### src/rtl/riscv_multicycle_ctrl.sv
// Multicycle RV32I main controller: Moore FSM that sequences the instruction steps and drives the datapath controls.
// Optional macro RISCV_MC_ILLEGAL_TRAP_EN adds a sticky TRAP state for unknown opcodes.
module riscv_multicycle_ctrl #(
  parameter int STATE_W = 4
) (
  input  logic               clk,
  input  logic               rst,
  input  logic [6:0]         op,
  input  logic               zero,
  output logic               pc_write,
  output logic               adr_src,
  output logic               mem_write,
  output logic               ir_write,
  output logic [1:0]         result_src,
  output logic [1:0]         alu_src_a,
  output logic [1:0]         alu_src_b,
  output logic [1:0]         alu_op,
  output logic [1:0]         imm_src,
  output logic               reg_write,
  output logic [STATE_W-1:0] state_o,
  output logic               illegal
);

  localparam logic [6:0] OP_LW  = 7'b0000011;
  localparam logic [6:0] OP_SW  = 7'b0100011;
  localparam logic [6:0] OP_R   = 7'b0110011;
  localparam logic [6:0] OP_I   = 7'b0010011;
  localparam logic [6:0] OP_JAL = 7'b1101111;
  localparam logic [6:0] OP_BEQ = 7'b1100011;

  typedef enum logic [STATE_W-1:0] {
    FETCH    = STATE_W'(0),
    DECODE   = STATE_W'(1),
    MEMADR   = STATE_W'(2),
    MEMREAD  = STATE_W'(3),
    MEMWB    = STATE_W'(4),
    MEMWRITE = STATE_W'(5),
    EXEC_R   = STATE_W'(6),
    ALUWB    = STATE_W'(7),
    EXEC_I   = STATE_W'(8),
    JAL      = STATE_W'(9),
`ifdef RISCV_MC_ILLEGAL_TRAP_EN
    BEQ      = STATE_W'(10),
    TRAP     = STATE_W'(11)
`else
    BEQ      = STATE_W'(10)
`endif
  } state_t;

  typedef struct packed {
    logic       adr_src;
    logic       mem_write;
    logic       ir_write;
    logic [1:0] result_src;
    logic [1:0] alu_src_a;
    logic [1:0] alu_src_b;
    logic [1:0] alu_op;
    logic       reg_write;
    logic       pc_update;
    logic       branch;
  } ctrl_t;

  state_t state_q;
  state_t state_d;
  ctrl_t  ctrl_q;

  // Moore output table; TRAP and unused encodings fall to the all-zero default.
  function automatic ctrl_t decode_ctrl(input state_t s);
    ctrl_t c;
    c = '0;
    case (s)
      FETCH: begin
        c.ir_write = 1'b1; c.alu_src_b = 2'b10; c.result_src = 2'b10; c.pc_update = 1'b1;
      end
      DECODE:   begin c.alu_src_a = 2'b01; c.alu_src_b = 2'b01; end
      MEMADR:   begin c.alu_src_a = 2'b10; c.alu_src_b = 2'b01; end
      MEMREAD:  c.adr_src = 1'b1;
      MEMWB:    begin c.result_src = 2'b01; c.reg_write = 1'b1; end
      MEMWRITE: begin c.adr_src = 1'b1; c.mem_write = 1'b1; end
      EXEC_R:   begin c.alu_src_a = 2'b10; c.alu_op = 2'b10; end
      ALUWB:    c.reg_write = 1'b1;
      EXEC_I:   begin c.alu_src_a = 2'b10; c.alu_src_b = 2'b01; c.alu_op = 2'b10; end
      JAL: begin
        c.alu_src_a = 2'b01; c.alu_src_b = 2'b10; c.pc_update = 1'b1;
      end
      BEQ:      begin c.alu_src_a = 2'b10; c.alu_op = 2'b01; c.branch = 1'b1; end
      default:  c = '0;
    endcase
    return c;
  endfunction

  always_comb begin
    state_d = FETCH;
    case (state_q)
      FETCH: state_d = DECODE;
      DECODE: begin
        case (op)
          OP_LW, OP_SW: state_d = MEMADR;
          OP_R:         state_d = EXEC_R;
          OP_I:         state_d = EXEC_I;
          OP_JAL:       state_d = JAL;
          OP_BEQ:       state_d = BEQ;
`ifdef RISCV_MC_ILLEGAL_TRAP_EN
          default:      state_d = TRAP;
`else
          default:      state_d = FETCH;
`endif
        endcase
      end
      MEMADR:   state_d = (op == OP_LW) ? MEMREAD : MEMWRITE;
      MEMREAD:  state_d = MEMWB;
      EXEC_R:   state_d = ALUWB;
      EXEC_I:   state_d = ALUWB;
      JAL:      state_d = ALUWB;
`ifdef RISCV_MC_ILLEGAL_TRAP_EN
      TRAP:     state_d = TRAP;
`endif
      default:  state_d = FETCH;
    endcase
  end

  // Outputs are registered by decoding the next state, so they change together with state_q.
  always_ff @(posedge clk) begin
    if (rst) begin
      state_q <= FETCH;
      ctrl_q  <= decode_ctrl(FETCH);
    end else begin
      state_q <= state_d;
      ctrl_q  <= decode_ctrl(state_d);
    end
  end

`ifdef RISCV_MC_ILLEGAL_TRAP_EN
  logic illegal_q;
  always_ff @(posedge clk) begin
    if (rst)                 illegal_q <= 1'b0;
    else if (state_d == TRAP) illegal_q <= 1'b1;
  end
  assign illegal = illegal_q;
  logic state_live;
  assign state_live = (state_q <= BEQ);
`else
  assign illegal = 1'b0;
  logic state_live;
  assign state_live = (state_q <= BEQ);
`endif

  always_comb begin
    imm_src = 2'b00;
    if (state_live) begin
      case (op)
        OP_SW:   imm_src = 2'b01;
        OP_BEQ:  imm_src = 2'b10;
        OP_JAL:  imm_src = 2'b11;
        default: imm_src = 2'b00;
      endcase
    end
  end

  // Write strobes are masked combinationally so an in-flight instruction cannot write during reset.
  assign pc_write   = ~rst & (ctrl_q.pc_update | (ctrl_q.branch & zero));
  assign ir_write   = ~rst & ctrl_q.ir_write;
  assign mem_write  = ~rst & ctrl_q.mem_write;
  assign reg_write  = ~rst & ctrl_q.reg_write;
  assign adr_src    = ctrl_q.adr_src;
  assign result_src = ctrl_q.result_src;
  assign alu_src_a  = ctrl_q.alu_src_a;
  assign alu_src_b  = ctrl_q.alu_src_b;
  assign alu_op     = ctrl_q.alu_op;
  assign state_o    = state_q;

endmodule

### config.mk
export PLATFORM = sky130hd
export DESIGN_NAME = riscv_multicycle_ctrl
export DESIGN_NICKNAME = d
export VERILOG_FILES = /design/src/rtl/riscv_multicycle_ctrl.sv
export SDC_FILE = /design/constraint.sdc
export NUM_CORES = 1
export LEC_CHECK = 0
export ABC_CLOCK_PERIOD_IN_PS = 2000
export BUFFER_PORTS_ARGS = -buffer_cell sky130_fd_sc_hd__buf_4
export CORE_ASPECT_RATIO = 0.75
export CORE_MARGIN = 1.5
export CORE_UTILIZATION = 48
export DETAILED_ROUTE_END_ITERATION = 16
export PLACE_DENSITY = 0.74
export SYNTH_ARGS = -nofsm -noshare
export SYNTH_HDL_FRONTEND = slang
export SYNTH_SLANG_ARGS = --single-unit
### constraint.sdc
create_clock -name clk -period 2 [get_ports clk]
set_clock_uncertainty 0.2 [all_clocks]
set_input_delay 0.4 -clock clk [delete_from_list [all_inputs] [get_ports clk]]
set_output_delay 0.4 -clock clk [all_outputs]
set_load 0.05 [all_outputs]
==> results of run 1 <==
[flip-flops by register name, summed over array words and instances (netlist names)]
name        count
adr_src         1
alu_src_b       2
ctrl_q          4
alu_src_a       2
result_src      2
state_o         4
alu_op          1
[layer usage]
layer	global-route usage, %	vias to the layer above	share of wire, %
li1	-	438	-
met1	27.5	398	46
met2	37.0	37	47
met3	8.39	0	7.7
met4	2.56	0	0
met5	0	-	0
[path summary, 6_finish.rpt]
| path | from | cells after the start | to |
|---|---|---|---|
| min | rst | 2 | state_o[1] |
| max reg2reg | state_o[1] | 5 | adr_src |
| min reg2reg | state_o[0] | 2 | alu_src_b[0] |
| max | op[2] | 4 | imm_src[0] |
[power breakdown]
part	leakage [nW]	internal (mW)	switching [mW]
sequential	0.132	0.329	0.00669
combinational	0.345	0.0545	0.101
clock	0.0210	0.111	0.0970
total	0.498	0.495	0.205
[cell type report]
type	count	area [µm²]
inverters	5	18.8
clock buffers	4	36.3
repair buffers	36	274
well taps	22	27.5
fillers	150	573
flip-flops and latches	16	324
multi-input cells	76	503
[through the flow]
| stage | total power [mW] | cells | TNS [ns] | instance area [µm²] |
|---|---|---|---|---|
| detailed placement | 0.496 | 155 | -0.295 | 1130 |
| floorplan | 0.450 | 109 | -0.0978 | 917 |
| CTS | 0.702 | 159 | 0 | 1160 |
| global placement | 0.494 | 155 | -0.0194 | 1130 |
| finish | 0.699 | 159 | 0 | 1180 |
| global route | 0.732 | 159 | -0.00921 | 1180 |
[cell families (layout without fill, tap and decap cells)]
kind of cell,after synthesis,after routing,share of synthesized area [%]
xor+xnor,1,1,0.963
compound gates,28,28,21.9
flops,16,16,35.2
simple gates,45,45,28.8
other cells,1,1,0.412
buf+inv,17,45,11.6
fa+ha+maj,1,1,1.24
[critical path, cell delays in order]
cell and delay, ns:
sky130_fd_sc_hd__buf_4 0.12, sky130_fd_sc_hd__or3_2 0.48, sky130_fd_sc_hd__a21oi_2 0.16, sky130_fd_sc_hd__buf_6 0.17
[cell usage after synthesis, types with 2 or more instances]
cell                       instances
sky130_fd_sc_hd__dfxtp_1          16
sky130_fd_sc_hd__nor2_1           13
sky130_fd_sc_hd__o21ai_0           6
sky130_fd_sc_hd__nand3_1           3
sky130_fd_sc_hd__nor2b_1           3
sky130_fd_sc_hd__nand4_1           3
sky130_fd_sc_hd__nor4_1            2
sky130_fd_sc_hd__and2_1            2
sky130_fd_sc_hd__buf_4             9
sky130_fd_sc_hd__a21oi_1           7
sky130_fd_sc_hd__o211ai_1          2
sky130_fd_sc_hd__a21o_1            2
sky130_fd_sc_hd__inv_1             5
sky130_fd_sc_hd__clkbuf_1          2
sky130_fd_sc_hd__or3_1             2
sky130_fd_sc_hd__nor3_1            4
[repair_timing]
item	in CTS	in global routing
pin swaps	0	0
cloned	0	0
setup endpoints to repair	2	5
hold buffers	0	0
gates resized for setup	1	6
==> impl_metrics.ini, run 1 <==
[place]
place_congestion = 0.944
port_buffers = 28
place_worst_setup_slack_ns = -0.0727
place.detailed.hpwl_um = 1650

[clock_tree]
clock_tree.root_cell = sky130_fd_sc_hd__clkbuf_4
cts-buffers-inserted = 3
numClockSinks = 16
clk_pin_slew_ns = 0.09
htree_num_levels = 1
cts_tree = yes
max-clock-path-buffers = 2
post_cts_buffers = 0
insertion_delay_ns = 0.28

[power]
p_leak_nw = 0.498
worst_vdd_rail_ir_drop_mv = 0.473
power_density_mw_per_mm2 = 591

[grt]
grt_util_all_layers_pct = 21.9
grt_first_pass_wirelength_um = 3330
grt_max_degree = 15
first_global_vias = 761
gr-total-overflow = 0
antenna_found_initial = 0

[detailed_routing]
drt_first_iter_violations = 39
final_wl_um = 2130
wl_per_cell_um = 13.4
detailed_route_drc_error_count = 0
vias_per_cell = 5.49
num_vias = 873
antenna_violating_nets_post_route = 0
drtPass1Iterations = 4

[floorplanning]
dieHeight_um = 40.7
coreArea_mm2 = 0.00176
die-width_um = 53.3
floorplan_row_count = 13
floorplan.initialDensity_pct = 51.8
area_of_the_die_mm2 = 0.00217
boundaryPins = 30

[layout]
top_library_cells_by_usage_in_the_layout_fill_and_taps_aside = sky130_fd_sc_hd__buf_4 (35), sky130_fd_sc_hd__dfxtp_1 (13), sky130_fd_sc_hd__nor2_1 (12)
final_core_util_pct = 67.4
layout_commonest_cell = sky130_fd_sc_hd__buf_4
num_antenna_cells = 0
design.final.nets = 148
share_of_final_layout_standard_cells_stronger_than_drive_strength_1_pct = 41.6
area.growth.synth_to_final_pct = 30.1

[critical_path]
timing.critical_path.to_type = output pin
r2r_setup_slk_ns = 0.13
worst_ep_required_time_ns = 1.40
launching_element_type_of_the_critical_path = primary input
worstPathMaxFanout = 4
worst-endpoint-arrival_ns = 1.33
worst-setup-path-type = in -> out

[logic_synthesis]
synth-seq-cells = 16
synth_edf_count = 0
synth_top_area_cell = sky130_fd_sc_hd__dfxtp_1
postSynthCellCount = 109
synthTopCellsByArea = sky130_fd_sc_hd__dfxtp_1 (35%), sky130_fd_sc_hd__buf_4 (7.4%), sky130_fd_sc_hd__nor2_1 (5.4%)
netlist-cell-type-count = 44
synth_nets = 119
post_synth_instance_area_um2 = 910
yosys.area.top_type_share_pct = 35.2
synth-seq-area-share_pct = 35.2
ys_warn_count = 0
synth_ff_type = sky130_fd_sc_hd__dfxtp_1
synth_area_per_cell_um2 = 8.35
asr_flop_ratio_synth_pct = 0

[sta]
finalWorstPathRequiredPeriod_ns = 1.93
fin_ws_ns = 0.0670
max_freq_mhz = 517
timing.final.max_slew_violations = 0
timing.final.setup_violations = 0
hold_ws_ns = 0.179
rsz0062_at_grt = yes
finalHoldViolCount = 0
final_min_period_over_clock_period_pct = 96.7

[hold_path]
worst_hold_path_type = in -> reg

[status]
result_of_the_run = finished clean

[job]
max_cap_viol_count = 0
No activity file was read; power rests on OpenSTA's default activity.
==> inputs of run 2 (changes only) <==
--- a/config.mk
+++ b/config.mk
@@ -9,9 +9,9 @@
 export BUFFER_PORTS_ARGS = -buffer_cell sky130_fd_sc_hd__buf_4
 export CORE_ASPECT_RATIO = 0.75
 export CORE_MARGIN = 1.5
-export CORE_UTILIZATION = 48
+export CORE_UTILIZATION = 40
 export DETAILED_ROUTE_END_ITERATION = 16
-export PLACE_DENSITY = 0.74
+export PLACE_DENSITY = 0.64
 export SYNTH_ARGS = -nofsm -noshare
 export SYNTH_HDL_FRONTEND = slang
 export SYNTH_SLANG_ARGS = --single-unit
==> impl_metrics.ini, run 2 (same netlist as run 1, synthesis figures left out) <==
[critical_path]
timing.critical_path.to_type = output pin
crit_end = imm_src[0]
critical_path_depth = 4
crit_path_max_incr_delay_ns = 0.48
worst-endpoint-arrival_ns = 1.34
reg2regPathDepth = 5
worst-path-buf-inv = 2
crit_path_cell_trace = buf_4, or3_2, a21oi_2, buf_4
reg_to_reg_startpoint = state_o[1]
worstPathMaxFanout = 4
timing.critical_path.max_delay_family = simple AND/OR/NAND/NOR gates
worst_ep_required_time_ns = 1.40
r2r_setup_slk_ns = 0.16
worst-setup-path-type = in -> out
r2r-end = alu_src_a[0]
launching_element_type_of_the_critical_path = primary input
critical_path.most_common_cell = sky130_fd_sc_hd__buf_4
cpMaxStageDelayCell = sky130_fd_sc_hd__or3_2
crit_start = op[2]

[detailed_routing]
vias_per_cell = 5.48
final_wl_um = 2090
drt_first_iter_violations = 31
drtPass1Iterations = 6
num_vias = 882
antenna_violating_nets_post_route = 0
detailed_route_drc_error_count = 0
wl_per_cell_um = 13.0

[power]
p_leak_nw = 0.495
clock_power_share_pct = 30.1
power_density_mw_per_mm2 = 597
p_seq_share_pct = 47.9
worst_vdd_rail_ir_drop_mv = 0.420
power.combinational.fraction_pct = 22.0
sw_frac_of_total_pct = 29.5
switching_power_mw = 0.207
cell_int_power_mw = 0.494

[sta]
timing.final.setup_violations = 0
max_freq_mhz = 516
finalHoldViolCount = 0
finalWorstPathRequiredPeriod_ns = 1.94
timing.final.max_slew_violations = 0
setup_total_negative_slack_ns = 0
final_min_period_over_clock_period_pct = 97.0
fin_ws_ns = 0.0605
rsz0062_at_grt = no

[clock_tree]
htree_num_levels = 1
clk_pin_slew_ns = 0.08
insertion_delay_ns = 0.29
cts-buffers-inserted = 3
holdBufCountCts = 0
post_cts_buffers = 0
cts.repair.resized = 2
numClockSinks = 16
max-clock-path-buffers = 2
clock_tree.root_cell = sky130_fd_sc_hd__clkbuf_4
cts_tree = yes

[place]
place_congestion = 0.847
detailed_place.area_mm2 = 0.00113
port_buffers = 28
place_worst_setup_slack_ns = -0.0548
place.detailed.hpwl_um = 1680

[floorplanning]
coreArea_mm2 = 0.00207
dieHeight_um = 44.3
area_of_the_die_mm2 = 0.00257
boundaryPins = 30
floorplan.initialDensity_pct = 44.0
floorplan_row_count = 14
die-width_um = 58.1

[layout]
area.growth.synth_to_final_pct = 29.0
design.final.nets = 148
layout_commonest_cell = sky130_fd_sc_hd__buf_4
final_core_util_pct = 56.8
multiInputGateArea_um2 = 494
postLayoutCellArea_mm2 = 0.00117
storage_cell_area_um2 = 324
share_of_final_layout_standard_cells_stronger_than_drive_strength_1_pct = 40.1
layout.filler_cells = 195
num_antenna_cells = 0
top_library_cells_by_usage_in_the_layout_fill_and_taps_aside = sky130_fd_sc_hd__buf_4 (36), sky130_fd_sc_hd__dfxtp_1 (13), sky130_fd_sc_hd__nor2_1 (12), sky130_fd_sc_hd__a21oi_1 (6)

[grt]
grt-busiest-layer = met2
first_global_vias = 761
grt_use_met3_pct = 6.73
grt_first_pass_wirelength_um = 3570
grt_max_degree = 15
antenna_found_initial = 0
grt_util_met2_pct = 27.5
met1_capacity_usage_during_global_routing_pct = 25.9
gr-total-overflow = 0
grt_util_all_layers_pct = 18.9

[status]
result_of_the_run = finished clean

[job]
max_cap_viol_count = 0

[hold_path]
worst_hold_path_type = in -> reg
[run 2: per-stage QoR]
| step | hold slack, ns | std cells | power (mW) |
|---|---|---|---|
| 2_1_floorplan | 0.354 | 109 | 0.450 |
| 3_3_place_gp | 0.472 | 157 | 0.495 |
| 3_5_place_dp | 0.477 | 157 | 0.496 |
| 4_1_cts | 0.157 | 161 | 0.709 |
| 5_1_grt | 0.157 | 161 | 0.739 |
| 6_report | 0.166 | 161 | 0.701 |
[run 2: routing by layer]
metal	share of wire, %	vias up
met4	1.4	0
met2	44	30
met1	47	408
met3	7.1	5
met5	0	-
li1	-	439
[run 2: worst min path at each step]
stage                            end  start  slack [ns]  depth (start not counted)
after detailed placement  state_o[1]    rst        0.48                          2
after floorplan            alu_op[1]  op[4]        0.35                          2
after global routing       alu_op[1]    rst        0.16                          2
after CTS                  alu_op[1]    rst        0.16                          2
final                     state_o[1]    rst        0.17                          2
after global placement    state_o[1]    rst        0.47                          2
[run 2: cell type report]
cell class / count / share of cell area [%]
Inverter: 5 / 1.60
Multi-Input combinational cell: 76 / 42.1
Sequential cell: 16 / 27.6
Clock buffer: 4 / 3.09
Timing Repair Buffer: 36 / 23.0
Tap cell: 24 / 2.56
[run 2: worst register-to-register path: stages, from the launching register on]
cell and delay, ns:
sky130_fd_sc_hd__dfxtp_2 0.41, sky130_fd_sc_hd__inv_1 0.10, sky130_fd_sc_hd__nor3_1 0.32, sky130_fd_sc_hd__nor2_1 0.11, sky130_fd_sc_hd__or3_1 0.42, sky130_fd_sc_hd__nor3b_1 0.21
[run 2: power by group through the flow]
| stage | Sequential [mW] | Combinational, mW | Clock, mW |
|---|---|---|---|
| after CTS | 0.336 | 0.154 | 0.219 |
| after detailed placement | 0.343 | 0.153 | 0 |
| after floorplan | 0.349 | 0.101 | 0 |
| after global routing | 0.338 | 0.166 | 0.235 |
| final | 0.336 | 0.154 | 0.211 |
| after global placement | 0.343 | 0.152 | 0 |
==> inputs of run 3 (changes only) <==
--- a/config.mk
+++ b/config.mk
@@ -5,13 +5,14 @@
 export SDC_FILE = /design/constraint.sdc
 export NUM_CORES = 1
 export LEC_CHECK = 0
+export ABC_AREA = 1
 export ABC_CLOCK_PERIOD_IN_PS = 2000
 export BUFFER_PORTS_ARGS = -buffer_cell sky130_fd_sc_hd__buf_4
 export CORE_ASPECT_RATIO = 0.75
 export CORE_MARGIN = 1.5
 export CORE_UTILIZATION = 40
 export DETAILED_ROUTE_END_ITERATION = 16
-export PLACE_DENSITY = 0.64
+export PLACE_DENSITY = 0.63
 export SYNTH_ARGS = -nofsm -noshare
 export SYNTH_HDL_FRONTEND = slang
 export SYNTH_SLANG_ARGS = --single-unit
==> impl_metrics.ini, run 3 <==
[critical_path]
worstPathMaxFanout = 5
r2r-end = alu_src_b[1]
critical_path_depth = 4
worst_ep_required_time_ns = 1.40
launching_element_type_of_the_critical_path = flip-flop
crit_end = imm_src[1]
worst-path-buf-inv = 2
crit_path_cell_trace = inv_1, a21oi_2, a21oi_1, buf_4
crit_start = state_o[2]
reg2regPathDepth = 10
timing.critical_path.to_type = output pin
cpMaxStageDelayCell = sky130_fd_sc_hd__dfxtp_1
worst-setup-path-type = reg -> out
timing.critical_path.max_delay_family = flip-flops
reg_to_reg_startpoint = state_o[2]
crit_path_max_incr_delay_ns = 0.44
worst-endpoint-arrival_ns = 1.37
r2r_setup_slk_ns = 0.31

[clock_tree]
clock_tree.root_cell = sky130_fd_sc_hd__clkbuf_4
cts_tree = yes
numClockSinks = 16
cts-buffers-inserted = 3
clk_pin_slew_ns = 0.10
max-clock-path-buffers = 2
htree_num_levels = 1
insertion_delay_ns = 0.29

[logic_synthesis]
synth_edf_count = 0
synth-seq-area-share_pct = 32.9
asr_flop_ratio_synth_pct = 0
synthMostInstantiatedCell = sky130_fd_sc_hd__nand2_1
synthTopCellsByArea = sky130_fd_sc_hd__dfxtp_1 (33%), sky130_fd_sc_hd__nand2_1 (10%), sky130_fd_sc_hd__buf_4 (6.9%)
synth_ff_type = sky130_fd_sc_hd__dfxtp_1
synth-seq-cells = 16
postSynthCellCount = 141
synth_commonest_cells = sky130_fd_sc_hd__nand2_1 (27), sky130_fd_sc_hd__nor2_1 (18), sky130_fd_sc_hd__inv_1 (17), sky130_fd_sc_hd__dfxtp_1 (16), sky130_fd_sc_hd__nand3_1 (10)
synth_area_per_cell_um2 = 6.89
netlist-cell-type-count = 22
yosys.area.top_type_share_pct = 32.9
ys_warn_count = 0
synth_top_area_cell = sky130_fd_sc_hd__dfxtp_1
post_synth_instance_area_um2 = 972
synth_nets = 151

[layout]
share_of_final_layout_standard_cells_stronger_than_drive_strength_1_pct = 42.8
num_antenna_cells = 0
top_library_cells_by_usage_in_the_layout_fill_and_taps_aside = sky130_fd_sc_hd__buf_4 (31), sky130_fd_sc_hd__nand2_1 (26), sky130_fd_sc_hd__nor2_1 (18), sky130_fd_sc_hd__inv_1 (17), sky130_fd_sc_hd__dfxtp_1 (14)
storage_cell_area_um2 = 323
multiInputGateArea_um2 = 505
design.final.nets = 177
layout_commonest_cell = sky130_fd_sc_hd__buf_4
area.growth.synth_to_final_pct = 26.5
layout.filler_cells = 234
layoutNonFillerInstCount = 200

[sta]
timing.final.max_slew_violations = 0
setup_total_negative_slack_ns = 0
finalHoldViolCount = 0
final_min_period_over_clock_period_pct = 98.5
finalWorstPathRequiredPeriod_ns = 1.97
max_freq_mhz = 508
rsz0062_at_grt = no
timing.final.setup_violations = 0

[grt]
grt_util_all_layers_pct = 16.1
antenna_found_initial = 0
grt_max_degree = 16
grt_first_pass_wirelength_um = 3290
first_global_vias = 781
gr-total-overflow = 0

[job]
max_cap_viol_count = 0

[place]
placed_cells_incl_taps = 195
place.detailed.hpwl_um = 1600
place_congestion = 0.840
port_buffers = 28

[detailed_routing]
drtPass1Iterations = 4
final_wl_um = 2080
vias_per_cell = 4.49
drt_first_iter_violations = 24
num_vias = 897
antenna_violating_nets_post_route = 0
detailed_route_drc_error_count = 0
wl_per_cell_um = 10.4

[power]
power_density_mw_per_mm2 = 573
p_leak_nw = 0.641
worst_vdd_rail_ir_drop_mv = 0.383

[floorplanning]
floorplan_row_count = 15
die-width_um = 59.9
boundaryPins = 30
dieHeight_um = 45.7
coreArea_mm2 = 0.00231
area_of_the_die_mm2 = 0.00274
floorplan.initialDensity_pct = 42.1

[status]
result_of_the_run = finished clean

[hold_path]
timing.hold.worst.start = rst
worst_hold_path_type = in -> reg
## run 3: layout make-up
class / count / share of cell area [%]
repair buffers: 31 / 18.9
multi-input cells: 91 / 41.1
inverters: 24 / 7.32
well taps: 34 / 3.46
clock buffers: 4 / 2.95
flip-flops and latches: 16 / 26.2
## run 3: logic make-up after synthesis
| family | after synthesis | synth area share (%) |
|---|---|---|
| simple gates | 80 | 43.5 |
| compound gates | 10 | 6.56 |
| flops | 16 | 32.9 |
| other cells | 1 | 0.386 |
| buf+inv | 34 | 16.6 |
## run 3: power breakdown
group	total [mW]	internal (mW)	leakage, nW	switching (mW)
logic	0.155	0.0503	0.488	0.105
registers	0.335	0.330	0.132	0.00536
clock network	0.214	0.111	0.0210	0.103
## run 3: worst min-delay path by stage
stage / end / slack, ns / cells past startpoint
finish: alu_src_b[0] / 0.18 / 2
global route: alu_src_b[0] / 0.19 / 2
CTS: alu_src_b[0] / 0.18 / 2
detailed placement: result_src[0] / 0.38 / 2
global placement: result_src[0] / 0.38 / 2
floorplan: state_o[2] / 0.27 / 1
## run 3: timing repair
item | CTS | global route
resized for setup | 1 | 5
hold buffers | 0 | 0
setup buffers | 0 | 1
endpoints found under the setup margin | 2 | 2
pin swaps | 0 | 1
## run 3: layer usage
| layer | routed length (µm) | part of all wire [%] | up-vias | global-route usage [%] |
|---|---|---|---|---|
| met1 | 971 | 47 | 403 | 21.0 |
| li1 | - | - | 469 | - |
| met5 | 0 | 0 | - | 0 |
| met3 | 94 | 4.5 | 2 | 5.11 |
| met2 | 1010 | 48 | 23 | 27.4 |
| met4 | 6 | 0.29 | 0 | 1.33 |
## run 3: stage by stage
stage | utilization [%] | setup WS [ns] | cell area [µm²] | hold slack [ns] | power [mW]
floorplan | - | -0.165 | 972 | 0.269 | 0.458
global placement | 50.6 | 0.0599 | 1170 | 0.376 | 0.492
detailed placement | 50.6 | 0.0933 | 1170 | 0.379 | 0.494
CTS | 52.4 | 0.0620 | 1210 | 0.177 | 0.703
global route | 53.3 | 0.00159 | 1230 | 0.195 | 0.727
finish | 53.3 | 0.0297 | 1230 | 0.177 | 0.705
